`config.mk`:
```
export PLATFORM = sky130hd
export DESIGN_NAME = ins2sp_win
export DESIGN_NICKNAME = d
export VERILOG_FILES = /design/src/rtl/ins2sp_win.sv
export SDC_FILE = /design/constraint.sdc
export NUM_CORES = 1
export LEC_CHECK = 0
export CAP_MARGIN = 10
export CORE_MARGIN = 4
export CORE_UTILIZATION = 60
export CTS_BUF_LIST = sky130_fd_sc_hd__clkbuf_8
export DETAILED_ROUTE_END_ITERATION = 8
export PLACE_DENSITY = 0.91
export SYNTH_ARGS = -nofsm -noshare
export SYNTH_HDL_FRONTEND = slang
export SYNTH_SLANG_ARGS = --single-unit
```
`constraint.sdc`:
```
create_clock -name clk -period 67.1 [get_ports clk]
set_input_delay 13.42 -clock clk [delete_from_list [all_inputs] [get_ports clk]]
set_output_delay 13.42 -clock clk [all_outputs]
set_load 0.05 [all_outputs]
```
`src/rtl/ins2sp_win.sv`:
```
// ins2sp_win -- windowed switching-activity counter.
//
// Counts bit toggles between consecutive accepted samples on CH packed
// channels of DW bits each. Per-sample counts are summed over the enabled
// channels and reported as o_sp_inst. They are also accumulated over a
// programmable window of accepted samples. At the end of each window the
// bench/readout sees the saturating total, the peak per-sample count and
// a sticky saturation flag.
//
// Ports:
//   clk, rst_n    rising-edge clock, asynchronous active-low reset
//   i_valid       sample strobe (accepted when i_clear is low)
//   i_data        CH*DW packed channels, channel k = [k*DW +: DW]
//   i_mask        per-channel enable (0 = channel contributes no toggles)
//   i_win_len     window length in accepted samples, 0 behaves as 1
//   i_clear       synchronous soft clear, wins over i_valid
//   o_inst_valid  one-cycle strobe after each accepted sample
//   o_sp_inst     toggle count of the last accepted sample
//   o_acc_valid   one-cycle strobe when a window completes
//   o_sp_acc      window toggle total, saturated at 2^CW-1
//   o_peak        maximum o_sp_inst within the reported window
//   o_sat         accumulator saturated during the reported window
module ins2sp_win #(
  parameter  int CH = 6,
  parameter  int DW = 32,
  parameter  int CW = 16,
  parameter  int LW = 8,
  localparam int SW = $clog2(CH*DW+1)
) (
  input  logic             clk,
  input  logic             rst_n,
  input  logic             i_valid,
  input  logic [CH*DW-1:0] i_data,
  input  logic [CH-1:0]    i_mask,
  input  logic [LW-1:0]    i_win_len,
  input  logic             i_clear,
  output logic             o_inst_valid,
  output logic [SW-1:0]    o_sp_inst,
  output logic             o_acc_valid,
  output logic [CW-1:0]    o_sp_acc,
  output logic [SW-1:0]    o_peak,
  output logic             o_sat
);

  // Sum width wide enough that acc + pop can never wrap before comparison.
  localparam int AW = ((CW > SW) ? CW : SW) + 1;
  localparam logic [AW-1:0] ACC_MAX = AW'({CW{1'b1}});

  logic [CH*DW-1:0] prev_q;
  logic             primed_q;
  logic [LW-1:0]    cnt_q;
  logic [LW-1:0]    wl_q;
  logic [CW-1:0]    acc_q;
  logic [SW-1:0]    peak_q;
  logic             sat_q;

  logic             inst_valid_q;
  logic [SW-1:0]    sp_inst_q;
  logic             acc_valid_q;
  logic [CW-1:0]    sp_acc_q;
  logic [SW-1:0]    peak_out_q;
  logic             sat_out_q;

  logic [CH*DW-1:0] diff;
  logic [SW-1:0]    pop_d;
  logic [LW-1:0]    wl_d;
  logic [LW-1:0]    cnt_inc;
  logic             win_end;
  logic [AW-1:0]    sum_w;
  logic             over;
  logic [CW-1:0]    acc_d;
  logic [SW-1:0]    peak_d;
  logic             sat_d;

  always_comb begin
    // NOTE: every always_comb output gets a default first so no path leaves it unassigned and infers a latch.
    diff  = i_data ^ prev_q;
    pop_d = '0;
    for (int k = 0; k < CH; k++) begin
      if (i_mask[k] && primed_q) begin
        for (int b = 0; b < DW; b++) begin
          pop_d = pop_d + SW'(diff[k*DW+b]);
        end
      end
    end

    // Window length is captured only on the first sample of a window, so
    // mid-window changes apply to the following window.
    if (cnt_q == '0) begin
      wl_d = (i_win_len == '0) ? LW'(1) : i_win_len;
    end else begin
      wl_d = wl_q;
    end
    cnt_inc = cnt_q + LW'(1);
    win_end = (cnt_inc == wl_d);

    sum_w  = AW'(acc_q) + AW'(pop_d);
    over   = (sum_w > ACC_MAX);
    acc_d  = over ? {CW{1'b1}} : sum_w[CW-1:0];
    sat_d  = sat_q | over;
    peak_d = (pop_d > peak_q) ? pop_d : peak_q;
  end

  // NOTE: sequential state uses non-blocking assignments so every register samples pre-edge values.
  always_ff @(posedge clk or negedge rst_n) begin
    if (!rst_n) begin
      // NOTE: prev is reset too: it feeds a datapath compare, and a known value keeps reset behaviour deterministic.
      prev_q       <= '0;
      primed_q     <= 1'b0;
      cnt_q        <= '0;
      wl_q         <= '0;
      acc_q        <= '0;
      peak_q       <= '0;
      sat_q        <= 1'b0;
      inst_valid_q <= 1'b0;
      sp_inst_q    <= '0;
      acc_valid_q  <= 1'b0;
      sp_acc_q     <= '0;
      peak_out_q   <= '0;
      sat_out_q    <= 1'b0;
    end else begin
      inst_valid_q <= 1'b0;
      acc_valid_q  <= 1'b0;
      if (i_clear) begin
        // prev is deliberately left alone; primed=0 masks it on the next sample.
        primed_q   <= 1'b0;
        cnt_q      <= '0;
        acc_q      <= '0;
        peak_q     <= '0;
        sat_q      <= 1'b0;
        sp_inst_q  <= '0;
        sp_acc_q   <= '0;
        peak_out_q <= '0;
        sat_out_q  <= 1'b0;
      end else if (i_valid) begin
        // All channels update, masked or not, so unmasking never sees stale data.
        prev_q       <= i_data;
        primed_q     <= 1'b1;
        inst_valid_q <= 1'b1;
        sp_inst_q    <= pop_d;
        wl_q         <= wl_d;
        if (win_end) begin
          acc_valid_q <= 1'b1;
          sp_acc_q    <= acc_d;
          peak_out_q  <= peak_d;
          sat_out_q   <= sat_d;
          cnt_q       <= '0;
          acc_q       <= '0;
          peak_q      <= '0;
          sat_q       <= 1'b0;
        end else begin
          cnt_q  <= cnt_inc;
          acc_q  <= acc_d;
          peak_q <= peak_d;
          sat_q  <= sat_d;
        end
      end
    end
  end

  assign o_inst_valid = inst_valid_q;
  assign o_sp_inst    = sp_inst_q;
  assign o_acc_valid  = acc_valid_q;
  assign o_sp_acc     = sp_acc_q;
  assign o_peak       = peak_out_q;
  assign o_sat        = sat_out_q;

endmodule
```
==> results of run 1 <==
-- metrics by stage --
| step | area, µm² | util, % | hold WS, ps |
|---|---|---|---|
| after floorplan | 19150 | - | 455.1 |
| after global placement | 21910 | 69.44 | 457.7 |
| after detailed placement | 21910 | 69.44 | 459.0 |
| after CTS | 22850 | 72.42 | 475.4 |
| after global routing | 22860 | 72.44 | 501.1 |
| final | 22860 | 72.44 | 478.5 |
-- cell usage in the layout, fill, tap and decap left out, types with 13 or more instances in the layout --
cell	synthesis	final
nor2b_1	21	21
o21ai_0	67	67
xnor2_1	114	114
nand2_1	645	645
nor3_1	17	17
a21o_1	13	13
a211oi_1	14	14
clkbuf_8	0	55
clkdlybuf4s50_1	0	243
ha_1	101	101
a22o_1	26	26
o21a_1	24	24
xor2_1	94	94
nor2_1	48	48
inv_1	164	179
nand3_1	23	23
a21oi_1	32	32
dfrtp_1	269	269
fa_1	155	155
-- routing by layer --
metal	vias to the layer above	track usage (%)	wire length [µm]
met4	6	9.130	1564
li1	7070	-	-
met5	-	0	39
met2	581	48.65	24220
met3	135	6.360	3667
met1	7444	35.53	18790
-- kinds of logic (layout without fill, tap and decap cells) --
family / after synthesis / count (layout) / synth area share (%)
AOI/OAI and AO/OA: 251 / 251 / 8.898
DFF: 269 / 269 / 35.15
muxes: 20 / 20 / 1.098
and+or+nand+nor: 814 / 814 / 17.69
adders and majority gates: 256 / 256 / 22.80
other: 0 / 2 / 0
buffers and inverters: 238 / 500 / 4.736
xor gates and xnor gates: 209 / 209 / 9.630
-- flip-flops by register name, indices dropped and copies added (netlist names) --
name and count:
prev_q 192, sat_q 1, acc_q 16, wl_q 8, o_inst_valid 1, o_sat 1, peak_q 8, primed_q 1
cnt_q 8, o_sp_inst 8, o_acc_valid 1, o_sp_acc 16, o_peak 8
-- area by class of cell --
type	count	area (µm²)	share of cell area, %
inverter	166	628.1	2.748
clock inverter	24	182.7	0.7992
sequential	269	6731	29.45
antenna	2	5.005	0.02189
tap	402	503.0	2.200
multi-input combinational	1550	11520	50.40
timing repair buffer	255	2530	11.07
clock buffer	55	757.0	3.312
-- worst register-to-register path: cells and delay by family, from the launching register on --
kind | cells | cell delay [ps]
AO/OA/AOI/OAI | 11 | 3330
XOR/XNOR | 3 | 980
adder cells (fa/ha/maj) | 39 | 19110
AND/OR/NAND/NOR | 6 | 660
flip-flops | 1 | 390
buffers and inverters | 8 | 470
-- final timing paths --
kind                            start           to
setup reg to reg           prev_q[27]    peak_q[5]
hold / removal                  o_sat        o_sat
max in group asynchronous       rst_n  prev_q[143]
hold reg to reg                 o_sat        o_sat
min in group asynchronous       rst_n      wl_q[6]
setup / recovery           i_data[27]    peak_q[5]
==> reports/qor.yml, run 1 <==
h-tree-depth: 2
drtAntennaViolNets: 0
clock_sinks: 269
slew_viol_final: 0
synth_seq_area_share_pct: 35.15
syn-num-nets: 2523
worstMarginPinSlew_ps: 1229
cts_made_buffers: 48
cp_max_fo: 11
synth_area_um2: 19150
insertion_delay_ps: 580
grt_usage_pct: 28.18
hold_viol: 0
status: "finished, final reports clean"
cts_tree: "yes"
max-cap-violations: 0
finalSetupViolCount: 0
postSynthAreaPerCell_um2: 9.311
clk_pin_slew_ps: 60
crit_path_frequent_cell: "fa_1"
clockRootBuffer: "clkbuf_8"
cts_resized: 0
synth-seq-cells: 269
route.detailed.drc: 0
path_class: "input pin to register"
worst-path-buf-inv: 9
min_period_ps: 37950
vias_per_cell: 5.595
core_um2: 31560
wirelength_mm: 48.28
fin_cells: 2723
synthTopCellsByCount: "645 x nand2_1, 269 x dfrtp_1, 164 x inv_1"
ys.flop_type: "dfrtp_1"
arrival_ps: 38410
grt_overflow_total: 0
syn_inst: 2057
critPathSlowestCell: "a22oi_1"
area_growth_pct: 19.35
rows: 65
fillers: 2139
numPortBuffers: 244
die_w_um: 186.7
worst-r2r-cell-count: 67
dp.cells: 2642
ios: 245
grt_pass1_vias: 16606
dp_slack_ps: 28650
antenna_found_initial: 5
dr.pass1.iters: 5
timing.final.crit_share_pct: 56.55
start_util_pct: 60.69
nets: 2756
cp.depth: 68
synth_top_area_share_pct: 35.15
cts_hold_buf: 0
rsz0062_at_grt: "no"
die_y_um: 186.7
drive_gt1_share_pct: 4.442
cts_buffer_depth: 3
critPathLaunchType: "input pin"
fin_ws_ps: 29150
worst-r2r-setup-slack_ps: 42070
grt_start_max_net_pins: 123
crit_family: "adder cells"
cpPeakStageDelay_ps: 930
tns_ps: 0
synth_edf_count: 0
slew_headroom_pct: 18.09
yosysMostFrequentCell: "nand2_1"
wl_per_cell_um: 17.73
ys_warn_count: 0
dpl.hpwl_mm: 36.22
synth_top_cell_by_area: "dfrtp_1"
dieArea_um2: 34840
synth_area_leaders: "dfrtp_1 35%, fa_1 16%, nand2_1 13%"
required_ps: 67560
clock_skew_ps: 26.15
gp_congestion: 0.9021
grt_first_pass_wirelength_mm: 81.55
synth_cell_types: 70
ys_async_sr_fraction_pct: 100.0
fmax_mhz: 26.35
postCtsSetupBuffers: 0
worstSetupEndpointType: "register"
hp-class: "register to register"
num_vias: 15236
hold_path_depth: 2
drt_iter0_drc: 947
Power of run 1 is left out: the tool's default activity adds up to more than one toggle a clock period on the data nets, which glitch-free logic cannot reach.
==> run 2, diff against run 1 <==
--- a/config.mk
+++ b/config.mk
@@ -7,10 +7,10 @@
 export LEC_CHECK = 0
 export CAP_MARGIN = 10
 export CORE_MARGIN = 4
-export CORE_UTILIZATION = 60
+export CORE_UTILIZATION = 53
 export CTS_BUF_LIST = sky130_fd_sc_hd__clkbuf_8
 export DETAILED_ROUTE_END_ITERATION = 8
-export PLACE_DENSITY = 0.91
+export PLACE_DENSITY = 0.85
 export SYNTH_ARGS = -nofsm -noshare
 export SYNTH_HDL_FRONTEND = slang
 export SYNTH_SLANG_ARGS = --single-unit
==> constraint.sdc (replaced) <==
create_clock -name clk -period 32.2 [get_ports clk]
set_input_delay 6.44 -clock clk [delete_from_list [all_inputs] [get_ports clk]]
set_output_delay 6.44 -clock clk [all_outputs]
set_load 0.05 [all_outputs]
==> run 2 against run 1 <==
Net effect: setup slack worse by 27000 ps; critical path depth is 3 higher; sequential share of layout area is 0.11 points lower; non-clock buffer count is 3 higher; design area is 0.39% higher; die area is 13% higher; cell count is 2.3% higher; register-to-register slack worse by 34000 ps; routed wire length is 2.3% lower; clock skew is 12 ps higher.
==> reports/qor.yml, run 2 (synthesized netlist as in run 1, its figures left out) <==
status: "finished, final reports clean"
drt_iter0_drc: 738
start_util_pct: 53.84
insertion_delay_ps: 630
numPortBuffers: 244
cp_max_fo: 11
fmax_mhz: 32.80
grt_usage_pct: 24.42
slew_headroom_pct: 31.58
wl_per_cell_um: 16.94
nets: 2761
ios: 245
cts_buffer_depth: 3
largest_reg_flops: 192
tns_ps: 0
crit_family: "adder cells"
cts_tree: "yes"
multi_input_area_um2: 11520
final_cell_mix: "645 x nand2_1, 269 x dfrtp_1, 243 x clkdlybuf4s50_1, 179 x inv_1, 155 x fa_1"
cts_hold_buf: 0
fillers: 2826
arrival_ps: 31030
area_growth_pct: 19.81
grt_pass1_vias: 16026
core_um2: 35570
drive_gt1_share_pct: 4.606
clock_skew_ps: 38.35
rows: 69
dr.pass1.iters: 5
critPathSlowestCell: "o31ai_1"
dpl.hpwl_mm: 35.56
finalSetupViolCount: 0
path_class: "input pin to register"
dp_slack_ps: 1136
timing.final.crit_share_pct: 94.68
required_ps: 32740
slew_viol_final: 0
dieArea_um2: 39240
h-tree-depth: 2
clock_sinks: 269
cts_resized: 0
antenna_found_initial: 5
num_vias: 14964
rsz0062_at_grt: "no"
worst-r2r-setup-slack_ps: 7600
grt_first_pass_wirelength_mm: 78.53
cts_made_buffers: 50
layout_commonest_cell: "nand2_1"
die_w_um: 198.1
grt_start_max_net_pins: 129
clockRootBuffer: "clkbuf_8"
worstMarginPinSlew_ps: 1018
hp-class: "register to register"
cpPeakStageDelay_ps: 830
drtAntennaViolNets: 0
route.detailed.drc: 0
hold_viol: 0
die_y_um: 198.1
critPathLaunchType: "input pin"
vias_per_cell: 5.373
fin_ws_ps: 1714
largest_register: "prev_q"
post-route-util_pct: 64.51
worstSetupEndpointType: "register"
crit_path_frequent_cell: "fa_1"
gp_congestion: 0.8839
grt_overflow_total: 0
max-cap-violations: 0
seqCellArea_um2: 6731
min_period_ps: 30490
worst-path-buf-inv: 9
clk_pin_slew_ps: 60
postCtsSetupBuffers: 0
wirelength_mm: 47.18
==> run 2: cell type report <==
cell class,count,share of cell area [%]
diodes,1,0.01091
clock buffers,60,3.599
clock inverters,20,0.4744
inverters,166,2.737
multi-input cells,1550,50.21
flip-flops and latches,269,29.33
well taps,461,2.514
repair buffers,258,11.12
==> run 2: final timing paths <==
path	from	endpoint	depth (start not counted)
min in group asynchronous	rst_n	prev_q[173]	1
setup / recovery	i_data[23]	peak_q[2]	71
hold / removal	o_sp_acc[8]	o_sp_acc[8]	2
setup reg to reg	prev_q[25]	peak_q[2]	70
max in group asynchronous	rst_n	prev_q[55]	2
hold reg to reg	o_sp_acc[8]	o_sp_acc[8]	2
==> run 2: worst min-delay path, delay by kind of cell, from the launching register on <==
family	cells	cell delay (ps)
AND/OR/NAND/NOR	2	100
flip-flops	1	340
==> run 2: layer usage <==
| metal | global-route usage (%) | up-vias | wire length (µm) |
|---|---|---|---|
| li1 | - | 7080 | - |
| met1 | 31.61 | 7325 | 19570 |
| met2 | 40.92 | 444 | 22920 |
| met3 | 6.381 | 107 | 3420 |
| met4 | 6.963 | 8 | 1211 |
| met5 | 0 | - | 55 |
==> run 2: per-stage QoR <==
stage / area, µm² / instances / hold WS [ps]
2_1_floorplan: 19150 / 2057 / 455.1
3_3_place_gp: 22010 / 2704 / 458.1
5_1_grt: 22950 / 2785 / 505.1
3_5_place_dp: 22010 / 2704 / 460.9
6_report: 22950 / 2785 / 479.9
4_1_cts: 22940 / 2784 / 473.5
Power of run 2 is left out for the same reason.
==> run 3, diff against run 2 <==
--- a/config.mk
+++ b/config.mk
@@ -11,6 +11,7 @@
 export CTS_BUF_LIST = sky130_fd_sc_hd__clkbuf_8
 export DETAILED_ROUTE_END_ITERATION = 8
 export PLACE_DENSITY = 0.85
+export SKIP_CTS_REPAIR_TIMING = 1
 export SYNTH_ARGS = -nofsm -noshare
 export SYNTH_HDL_FRONTEND = slang
 export SYNTH_SLANG_ARGS = --single-unit
==> results of run 3 <==
Final layout, timing and power as in run 2 (identical DEF).
Power of run 3 is left out for the same reason.
